$ cat config.mk
export PLATFORM = sky130hd
export DESIGN_NAME = cond_unit
export DESIGN_NICKNAME = d
export VERILOG_FILES = /design/src/rtl/arm_defs_pkg.sv /design/src/rtl/cond_check.sv /design/src/rtl/cond_unit.sv
export SDC_FILE = /design/constraint.sdc
export NUM_CORES = 1
export LEC_CHECK = 0
export BUFFER_PORTS_ARGS = -buffer_cell sky130_fd_sc_hd__clkbuf_2
export CAP_MARGIN = 15
export CORE_AREA = 2 2 39 41
export CTS_CLUSTER_SIZE = 24
export DETAILED_ROUTE_END_ITERATION = 8
export DIE_AREA = 0 0 41 43
export PLACE_DENSITY = 0.79
export SYNTH_ARGS = -nofsm -noshare
export SYNTH_HDL_FRONTEND = slang
export SYNTH_SLANG_ARGS = --single-unit
$ cat constraint.sdc
create_clock -name CLK -period 5.1 [get_ports CLK]
set_input_delay 0.255 -clock CLK [delete_from_list [all_inputs] [get_ports CLK]]
set_output_delay 0.255 -clock CLK [all_outputs]
set_load 0.01 [all_outputs]
$ cat src/rtl/arm_defs_pkg.sv
// Shared ARM datapath definitions: condition codes, flag bit positions, FSM states.
// No logic; imported by the condition unit and its checker.
// Reusable by the pipelined core.
package arm_defs;

    localparam logic [3:0] COND_EQ  = 4'b0000;
    localparam logic [3:0] COND_NE  = 4'b0001;
    localparam logic [3:0] COND_CS  = 4'b0010;
    localparam logic [3:0] COND_CC  = 4'b0011;
    localparam logic [3:0] COND_MI  = 4'b0100;
    localparam logic [3:0] COND_PL  = 4'b0101;
    localparam logic [3:0] COND_VS  = 4'b0110;
    localparam logic [3:0] COND_VC  = 4'b0111;
    localparam logic [3:0] COND_HI  = 4'b1000;
    localparam logic [3:0] COND_LS  = 4'b1001;
    localparam logic [3:0] COND_GE  = 4'b1010;
    localparam logic [3:0] COND_LT  = 4'b1011;
    localparam logic [3:0] COND_GT  = 4'b1100;
    localparam logic [3:0] COND_LE  = 4'b1101;
    localparam logic [3:0] COND_AL  = 4'b1110;
    localparam logic [3:0] COND_UNC = 4'b1111;

    localparam int FLAG_N = 3;
    localparam int FLAG_Z = 2;
    localparam int FLAG_C = 1;
    localparam int FLAG_V = 0;

    typedef enum logic {
        ST_IDLE = 1'b0,
        ST_WAIT = 1'b1
    } state_t;

endpackage

$ cat src/rtl/cond_check.sv
// Evaluates an ARM condition field against the stored {N,Z,C,V} flags.
// Latency: combinational.
// Backpressure: none.
module cond_check
    import arm_defs::*;
(
    input  logic [3:0] cond,
    input  logic [3:0] flags,
    output logic       cond_ex
);

    logic n, z, c, v;

    assign n = flags[FLAG_N];
    assign z = flags[FLAG_Z];
    assign c = flags[FLAG_C];
    assign v = flags[FLAG_V];

    always_comb begin
        cond_ex = 1'b1;
        case (cond)
            COND_EQ:  cond_ex = z;
            COND_NE:  cond_ex = !z;
            COND_CS:  cond_ex = c;
            COND_CC:  cond_ex = !c;
            COND_MI:  cond_ex = n;
            COND_PL:  cond_ex = !n;
            COND_VS:  cond_ex = v;
            COND_VC:  cond_ex = !v;
            COND_HI:  cond_ex = c && !z;
            COND_LS:  cond_ex = !c || z;
            COND_GE:  cond_ex = (n == v);
            COND_LT:  cond_ex = (n != v);
            COND_GT:  cond_ex = !z && (n == v);
            COND_LE:  cond_ex = z || (n != v);
            COND_AL:  cond_ex = 1'b1;
            COND_UNC: cond_ex = 1'b1;
            default:  cond_ex = 1'b1;
        endcase
    end

endmodule

$ cat src/rtl/cond_unit.sv
// Flags register, condition evaluation, write gating and multi-cycle stall FSM.
// Latency: gating is combinational; flag updates visible one cycle after commit.
// Backpressure: Stall holds the core from MStart until MCycleBusy falls.
module cond_unit
    import arm_defs::*;
(
    input  logic       CLK,
    input  logic       RESET,
    input  logic [3:0] Cond,
    input  logic [3:0] ALUFlags,
    input  logic [1:0] FlagW,
    input  logic       PCS,
    input  logic       RegW,
    input  logic       NoWrite,
    input  logic       MemW,
    input  logic       MCycleS,
    input  logic       MCycleBusy,
    output logic       PCSrc,
    output logic       RegWrite,
    output logic       MemWrite,
    output logic       MStart,
    output logic       Stall,
    output logic       Carry,
    output logic       CondEx
);

    state_t     state, state_nxt;
    logic [3:0] flags;
    logic       commit;

    cond_check u_cond_check (
        .cond    (Cond),
        .flags   (flags),
        .cond_ex (CondEx)
    );

    always_ff @(posedge CLK or posedge RESET) begin
        if (RESET) begin
            state <= ST_IDLE;
        end else begin
            state <= state_nxt;
        end
    end

    always_comb begin
        state_nxt = state;
        MStart    = 1'b0;
        Stall     = 1'b0;
        commit    = 1'b0;
        case (state)
            ST_IDLE: begin
                if (MCycleS && CondEx) begin
                    MStart    = 1'b1;
                    Stall     = 1'b1;
                    state_nxt = ST_WAIT;
                end else begin
                    commit = 1'b1;
                end
            end
            ST_WAIT: begin
                if (MCycleBusy) begin
                    Stall = 1'b1;
                end else begin
                    commit    = 1'b1;
                    state_nxt = ST_IDLE;
                end
            end
            default: state_nxt = ST_IDLE;
        endcase
        // Reset forces the quiescent handshake even before the state register settles.
        if (RESET) begin
            MStart = 1'b0;
            Stall  = 1'b0;
            commit = 1'b0;
        end
    end

    always_ff @(posedge CLK or posedge RESET) begin
        if (RESET) begin
            flags <= 4'b0000;
        end else if (commit && CondEx) begin
            if (FlagW[1]) begin
                flags[FLAG_N] <= ALUFlags[FLAG_N];
                flags[FLAG_Z] <= ALUFlags[FLAG_Z];
            end
            if (FlagW[0]) begin
                flags[FLAG_C] <= ALUFlags[FLAG_C];
                flags[FLAG_V] <= ALUFlags[FLAG_V];
            end
        end
    end

    assign Carry    = flags[FLAG_C];
    assign PCSrc    = PCS && CondEx && !Stall;
    assign RegWrite = RegW && CondEx && !NoWrite && !Stall;
    assign MemWrite = MemW && CondEx && !Stall;

endmodule

; Yosys cells after proc, flatten, opt, wreduce, memory -nomap -nowiden
; Index checks and enable logic that the tools add are counted.
; W data, S select, Z words.
[word_totals]
ff_bits = 5
out_inout_bits = 7
[classes]
n_reduce_logical = 23
bitwise = 1
n_eq_ne = 17
mux = 11
[op_table]
columns = operator, count
row1 = $eq A4 B4 Y1 const B, 8
row2 = $eq A4 B3 Y1 const B, 4
row3 = $pmux W1 S15, 1
row4 = $logic_and A1 B1 Y1, 11
row5 = $eq A4 B2 Y1 const B, 2
row6 = $mux W1, 8
row7 = $logic_not A1 Y1, 6
row8 = $eq A4 B1 Y1 const B, 1
row9 = $logic_not A4 Y1, 1
row10 = $pmux W1 S2, 2
row11 = $reduce_and A2 Y1, 2
row12 = $logic_or A1 B1 Y1, 2
row13 = $reduce_or A2 Y1, 1
row14 = $eq A1 B1 Y1, 1
row15 = $ne A1 B1 Y1, 1
row16 = $not A1 Y1, 1

; Logic depth before layout (Yosys ltp)
; Gate-level depths: netlist (run 1).
[logic_depth]
word_depth = 9
mapped_depth = 7

; Hierarchy
; From an unflattened synthesis (run 1), not the netlist that was laid out.
[hier_totals]
cells_unflattened = 53
hier_area_um2 = 488.0
[by_module_without_submodules]
columns = mod, seq_area_each_um2, instances, area_per_inst_um2, cells_each
row1 = cond_unit, 125.1, 1, 286.5, 24
row2 = cond_check, 0.0, 1, 201.4, 29

; Worst setup path before layout (run 1)
; Ideal clock, no wire load.
[synth_timing]
kind = register to output
start = reg flags[0]
end = out Stall
arrival_ns = 1.928
required_time_ns = 4.845
n_path_buf = 1
slack_ns = 2.917
path_stages_with_launch = 8
cell_sequence = dfrtp_1 clkbuf_1 xor2_1 or4_4 a311oi_2 a211oi_2 or2_1 o22ai_1
[synth_between]
elab_chain_cells = 7
word_cells_on_any_way = 10
classes_between = 2 x eq/ne / 4 x mux / 4 x reduce/logical
[synth_lines]
columns = element, line
row1 = "start, declared", cond_unit.sv:28  ; logic [3:0] flags;
row2 = "start signal, assigned by index", cond_unit.sv:83  ; flags[FLAG_N] <= ALUFlags[FLAG_N];
row3 = "start signal, assigned by index", cond_unit.sv:84  ; flags[FLAG_Z] <= ALUFlags[FLAG_Z];
row4 = "start signal, assigned by index", cond_unit.sv:87  ; flags[FLAG_C] <= ALUFlags[FLAG_C];
row5 = $ne A1 B1 Y1 or $eq A1 B1 Y1 (tied branches), n/a
row6 = $logic_or A1 B1 Y1 or $logic_and A1 B1 Y1 (tied branches), "cond_check.sv:35, cond_check.sv:34"
row7 = $pmux W1 S15 (*), cond_check.sv:21  ; case (cond)
row8 = $logic_and A1 B1 Y1 (*), cond_unit.sv:52  ; if (MCycleS && CondEx) begin
row9 = $mux W1 (*), cond_unit.sv:52
row10 = $pmux W1 S2 (*), cond_unit.sv:50  ; case (state)
row11 = $mux W1 (*), cond_unit.sv:71  ; if (RESET) begin
row12 = "end, declared", cond_unit.sv:22  ; output logic Stall,
; Every way passes the cells marked *; elsewhere a longest branch is shown, timed or not.

; Worst setup path in the final report (run 1)
[layout_timing]
start = reg flags[3]
end = out Stall
; Same word-level chain as after synthesis.

==> parameters.txt, run 1 <==
Parameter                              Value

Clocking
  Clock insertion delay at the later pin of the skew report    240 ps
  Max clock buf depth    2
  Post-cts hold buffer count    1
  TritonCTS clock tree    done
  Num Clock Sinks    5
  CTS clock-pin slew for the worst setup and hold paths    40 ps
  CTS buffer count    3
  Total number of H-tree levels    1
  Number of resized instances in the post-cts repair step    0
  Post-CTS setup repair buffer count    0
  Root Buffer Master    clkbuf_4

Placement
  Input/output buffers    24
  Placed instance area    636 µm²
  Routability-driven placement congestion ratio    roughly 0.76
  Detailed-placement wirelength estimate    a little under 1000 µm

STA
  Final Max Tran Viols    0
  Number of hold violations in the final report    0
  Final critical-path share of the clock period    0.492
  Max_slew headroom    0.422
  Fmax achieved    between 0.3 and 0.4 GHz
  # setup viols final    0
  Final period demand of the worst path    ~2500 ps
  Unrepaired setup endpoints after global routing    false
  Final-layout setup total negative slack    0 ps
  Worst slew pin tran    855 ps
  Final Skew    between 5 and 6 ps
  Worst-case hold slack    233 ps

Synthesis
  Yosys top cell area share    0.247
  Async set-reset flop share out of synthesis    1.00
  Flip-flop and latch count after synthesis    5
  Post-synth net total    a little over 80
  Count leader, synth    nand2_1
  Portion of the post-synthesis area used by sequential elements    0.247
  Area of the mapped netlist    507 µm²
  Warnings, synthesis    0
  Top post-synthesis cells by area    dfrtp_1, mux2_1, nand2_1
  Library cells used by synthesis    34
  Dominant synthesized flop cell    dfrtp_1
  Count of flip-flops with a built-in enable after synthesis    0
  Library cell occupying the most area in the post-synthesis netlist    dfrtp_1
  Synthesized area per cell    roughly 7.9 µm²
  Synth Instances    64
  Most numerous cell types in the synthesized netlist    nand2_1, dfrtp_1, inv_1, nor2_1

Finish
  Area occupied by multi-input gates    352 µm²
  Nets@finish    109
  Count of antenna diodes in the layout    0
  Storage cell area    roughly 130 µm²
  Share of layout cells above drive strength 1    0.356
  Cell area after layout    672 µm²
  Number of fill cells in the layout    around 140
  Growth of design area from synthesis to finish    32.6%

GRT
  Largest net degree at the start of global routing    13
  Initial antenna violation count    0
  Via count of the first global-routing pass    approximately 500
  Global router's overall resource usage    0.166
  Wire length of the first global-routing pass    2030 µm
  Global-route congestion overflow total    0

Power and ir drop
  Cell Pwr Density    366 nW/µm²
  Leakage    approximately 0.33 nW
  Combinational cell fraction of total power    0.475
  Switching fraction of total power    0.412
  Clock share of power    0.185
  Maximum resistive drop on vdd    between 200 and 300 µV
  Internal power summed over all cells    ~0.00014 W
  Proportion of power drawn by flip-flops and latches    0.341
  NetSw    about 0.00010 W

Worst setup path
  CP Max Fanout    7
  Launching element type of the critical path    register
  Critical Path End Type    output pin
  Start-to-end type of the worst setup path    reg -> out
  Data arrival time of the worst path    about 2300 ps
  Worst EP required    between 4000 and 5000 ps

Route
  Remaining antenna violation count after routing    0
  Iteration count of the initial detailed-routing pass    4
  Iteration-0 DRC Markers    14
  Drt wl/cell    about 11 µm
  Total number of vias    558
  Number of vias per cell    5.26
  Wire length after detailed routing    between 1000 and 1500 µm
  DRC violation count after routing    0

Outcome
  Run status    complete, no violations

Floorplanning
  Row Count    14
  Starting density of the core    0.366
  Die Span X    around 41 µm
  Floorplan die height    around 43 µm
  Core region area    1380 µm²
  Ports placed on the boundary    25
  Die Footprint    roughly 1800 µm²

Min path
  Class of the worst hold path    in -> reg

Run
  Max Cap Violations    0
==> critical path: stages (launching register included) <==
cell,delay (ps)
dfrtp_1,430
xor2_1,200
or4_4,420
a311oi_2,260
a211oi_2,110
or2_1,300
o22ai_1,140
clkbuf_2,150
==> sequential cells by signal, summed over array words and instances, names as in the netlist <==
| name | cells |
|---|---|
| state | 1 |
| flags | 4 |
==> power groups by stage <==
| stage | registers [W] | clock network (W) | logic, W |
|---|---|---|---|
| floorplan | 0.0000749 | 0 | 0.0000901 |
| global placement | 0.0000839 | 0 | 0.000114 |
| detailed placement | 0.0000854 | 0 | 0.000117 |
| CTS | 0.0000847 | 0.0000465 | 0.000118 |
| global route | 0.0000890 | 0.0000487 | 0.000132 |
| finish | 0.0000837 | 0.0000453 | 0.000117 |
==> path summary, 6_finish.rpt <==
path | start | endpoint | slack (ps) | cells after the start
worst max-delay path | flags[3] | Stall | 2590 | 7
worst min-delay path | ALUFlags[0] | flags[0] | 230 | 2
worst max register to register | flags[3] | flags[0] | 2930 | 6
worst min register to register | flags[1] | flags[1] | 580 | 1
max in group asynchronous | RESET | state | 4410 | 3
min in group asynchronous | RESET | flags[2] | 490 | 3
==> cells by family (layout without fill, tap and decap cells) <==
logic type,after synthesis,in the layout,synth area share
xor gates and xnor gates,1,1,0.0173
buffers and inverters,8,34,0.0593
AOI/OAI and AO/OA,16,16,0.259
and+or+nand+nor,31,31,0.351
muxes,3,3,0.0667
DFF,5,5,0.247
==> cell usage in the layout (no fill, tap or decap), drive strengths merged, types with 3 or more instances in the layout <==
cell type,Yosys,routed
a211oi,3,3
inv,5,5
clkbuf,3,28
dfrtp,5,5
nand2,8,8
nand3,3,3
nor2,5,5
mux2,3,3
o21ai,3,3
==> metal layers <==
layer | track usage | vias to the layer above | share of wire
li1 | - | 289 | -
met1 | 0.184 | 245 | 0.40
met2 | 0.291 | 22 | 0.52
met3 | 0.0471 | 2 | 0.066
met4 | 0.0400 | 0 | 0.010
met5 | 0 | - | 0
==> layout make-up <==
type / instances / share of cell area
timing repair buffer: 25 / 0.194
inverter: 5 / 0.0279
sequential: 5 / 0.186
multi-input combinational: 51 / 0.523
clock buffer: 4 / 0.0391
tap: 16 / 0.0298
==> per-stage QoR <==
stage / total power, W / worst slack, ps / utilization / instances
2_1_floorplan: 0.000165 / 2920 / - / 64
3_3_place_gp: 0.000198 / 2860 / 0.459 / 101
3_5_place_dp: 0.000202 / 2820 / 0.459 / 101
4_1_cts: 0.000249 / 2550 / 0.486 / 106
5_1_grt: 0.000270 / 2460 / 0.486 / 106
6_report: 0.000246 / 2590 / 0.486 / 106
Power figures use the tool's default switching activity.
==> run 2: changes to the inputs <==
==> constraint.sdc (replaced) <==
create_clock -name CLK -period 2.5 [get_ports CLK]
set_input_delay 0.125 -clock CLK [delete_from_list [all_inputs] [get_ports CLK]]
set_output_delay 0.125 -clock CLK [all_outputs]
set_load 0.01 [all_outputs]
==> run 2 against run 1 <==
  * Worst hold slack got worse by 130 ps
  * Final area increased by 2.2%
  * Sequential power increased by 110%
  * Global-route usage decreased by 0.42 points
  * Final cell count increased by 0.94%
  * First-iteration DRC count decreased by 64%
  * Flip-flop and latch count unchanged
  * Power increased by 110%
  * Critical endpoint unchanged
  * Largest cell class unchanged
  * Largest power group unchanged
  * Highest routed layer is now met3
==> parameters.txt, run 2 (synthesized netlist as in run 1, its figures left out) <==
Parameter                              Value

Worst setup path
  Series of cell instances along the critical path    xor2_1 -> or4_4 -> a311oi_2 -> a211oi_2 -> or2_1 -> o22ai_1 -> clkbuf_2 (unchanged)
  Launching element type of the critical path    register (unchanged)
  Start-to-end type of the worst setup path    reg -> out (unchanged)
  Worst EP required    2380 ps (was 4850 ps)
  CP Max Fanout    7 (unchanged)
  Biggest cell delay along the critical path    440 ps (was 430 ps)
  FF-to-FF setup slack    350 ps (was 2930 ps)
  Data arrival time of the worst path    2280 ps (was 2250 ps)
  Critical Path End Type    output pin (unchanged)
  Max stage delay cell, worst path    dfrtp_2 (was dfrtp_1)
  Kind of cell adding the most delay to the critical path    simple AND/OR/NAND/NOR gates (unchanged)
  Number of buffers and inverters on the critical path    1 (unchanged)

STA
  Final critical-path share of the clock period    0.963
  Number of hold violations in the final report    0 (unchanged)
  Final Max Tran Viols    0 (unchanged)
  Unrepaired setup endpoints after global routing    false (unchanged)
  Final Skew    2.87 ps (was 5.44 ps)
  Setup slack of the critical path after layout    92.0 ps (was 2590 ps)
  Final-layout setup total negative slack    0 ps (unchanged)
  Final period demand of the worst path    2410 ps
  Worst slew pin tran    438 ps (was 855 ps)
  # setup viols final    0 (unchanged)
  Max_slew headroom    0.707 (was 0.422)
  Worst-case hold slack    103 ps (was 233 ps)
  Fmax achieved    ~0.42 GHz

Finish
  Most common cell after layout, fill and taps aside    clkbuf_2 (unchanged)
  Leading registers by flop count    flags (4), state (1) (unchanged)
  Number of fill cells in the layout    141 (was 137)
  Share of layout cells above drive strength 1    0.396 (was 0.356)
  Leading cell types in the layout, fill and taps excluded    clkbuf_2, nand2_1, nor2_1, inv_1 (was clkbuf_2, nand2_1, nor2_1, inv_1, dfrtp_1)
  Storage cell area    128 µm² (was 125 µm²)
  Register with the highest flop count    flags (unchanged)
  Area occupied by multi-input gates    357 µm² (was 352 µm²)
  Growth of design area from synthesis to finish    35.6% (was 32.6%)
  Flip-flop count of the largest register, all copies and words added    4 (unchanged)
  Nets@finish    110 (was 109)
  Count of antenna diodes in the layout    0 (unchanged)

Floorplanning
  Floorplan die height    43 µm (unchanged)
  Die Footprint    1760 µm² (unchanged)
  Row Count    14 (unchanged)
  Ports placed on the boundary    25 (unchanged)
  Starting density of the core    0.366 (unchanged)
  Die Span X    41 µm (unchanged)
  Core region area    1380 µm² (unchanged)

GRT
  Global-route congestion overflow total    0 (unchanged)
  Global router's overall resource usage    0.162 (was 0.166)
  Largest net degree at the start of global routing    13 (unchanged)
  Initial antenna violation count    0 (unchanged)
  Wire length of the first global-routing pass    2010 µm (was 2030 µm)
  Via count of the first global-routing pass    553 (was 511)

Route
  Iteration-0 DRC Markers    5 (was 14)
  Total number of vias    569 (was 558)
  Wire length after detailed routing    1250 µm (was 1170 µm)
  DRC violation count after routing    0 (unchanged)
  Remaining antenna violation count after routing    0 (unchanged)
  Number of vias per cell    5.32 (was 5.26)
  Iteration count of the initial detailed-routing pass    2 (was 4)
  Drt wl/cell    11.6 µm (was 11.1 µm)

Power and ir drop
  Switching fraction of total power    0.416 (was 0.412)
  Cell Pwr Density    751 nW/µm² (was 366 nW/µm²)
  Pwr Total    0.000516 W (was 0.000246 W)
  Clock share of power    0.182 (was 0.185)
  Maximum resistive drop on vdd    412 µV (was 266 µV)
  Proportion of power drawn by flip-flops and latches    0.341 (about the same)
  Internal power summed over all cells    0.000301 W (was 0.000145 W)
  Leakage    0.337 nW (was 0.333 nW)
  Combinational cell fraction of total power    0.477 (was 0.475)
  NetSw    0.000215 W (was 0.000101 W)

Min path
  Class of the worst hold path    in -> reg (unchanged)

Clocking
  Num Clock Sinks    5 (unchanged)
  CTS buffer count    3 (unchanged)
  TritonCTS clock tree    done (unchanged)
  CTS clock-pin slew for the worst setup and hold paths    40 ps (about the same)
  Root Buffer Master    clkbuf_4 (unchanged)
  Clock insertion delay at the later pin of the skew report    240 ps (about the same)
  Total number of H-tree levels    1 (unchanged)
  Max clock buf depth    2 (unchanged)

Placement
  Routability-driven placement congestion ratio    0.763 (was 0.759)
  Post-place setup slack    306 ps (was 2820 ps)
  Input/output buffers    24 (unchanged)
  Detailed-placement wirelength estimate    1010 µm (was 961 µm)

Run
  Max Cap Violations    0 (unchanged)

Outcome
  Run status    complete, no violations (unchanged)
## run 2: changes by cell type in the layout (fill, tap and decap cells not counted), sizes merged
cell | previous run | this run
buf | 0 | 1
## run 2: stage by stage
step	util	area, µm²	std cells
2_1_floorplan	-	507	64
3_3_place_gp	0.465	643	102
3_5_place_dp	0.465	643	102
4_1_cts	0.491	679	107
5_1_grt	0.496	687	107
6_report	0.496	687	107
## run 2: repair_timing
item / CTS / global route
setup buffers: 0 / 0
hold endpoints to repair: 5 / 0
gates resized for setup: 0 / 3
endpoints found under the setup margin: 0 / 4
hold buffers: 1 / 0
## run 2: worst paths after layout
| path | start | to | depth (start not counted) |
|---|---|---|---|
| worst min register to register | state | state | 2 |
| min in group asynchronous | RESET | flags[2] | 3 |
| worst max register to register | flags[3] | flags[1] | 6 |
| worst max-delay path | flags[3] | Stall | 7 |
| max in group asynchronous | RESET | flags[3] | 3 |
| worst min-delay path | ALUFlags[0] | flags[0] | 2 |
## run 2: final cells by class
cell class,count,share of cell area
Clock buffer,4,0.0383
Inverter,5,0.0273
Multi-Input combinational cell,51,0.519
Sequential cell,5,0.186
Tap cell,16,0.0291
Timing Repair Buffer,26,0.200
## run 2: per-layer routing
metal / track usage / vias to the layer above / share of wire
li1: - / 289 / -
met1: 0.184 / 264 / 0.39
met2: 0.288 / 16 / 0.55
met3: 0.0314 / 0 / 0.055
met4: 0.0400 / 0 / 0
met5: 0 / - / 0
## run 2: power groups by stage
stage	clock network [W]	logic, W	registers [W]
finish	0.0000939	0.000246	0.000176
global route	0.000104	0.000274	0.000185
CTS	0.0000961	0.000244	0.000174
detailed placement	0	0.000241	0.000175
global placement	0	0.000234	0.000170
floorplan	0	0.000184	0.000153
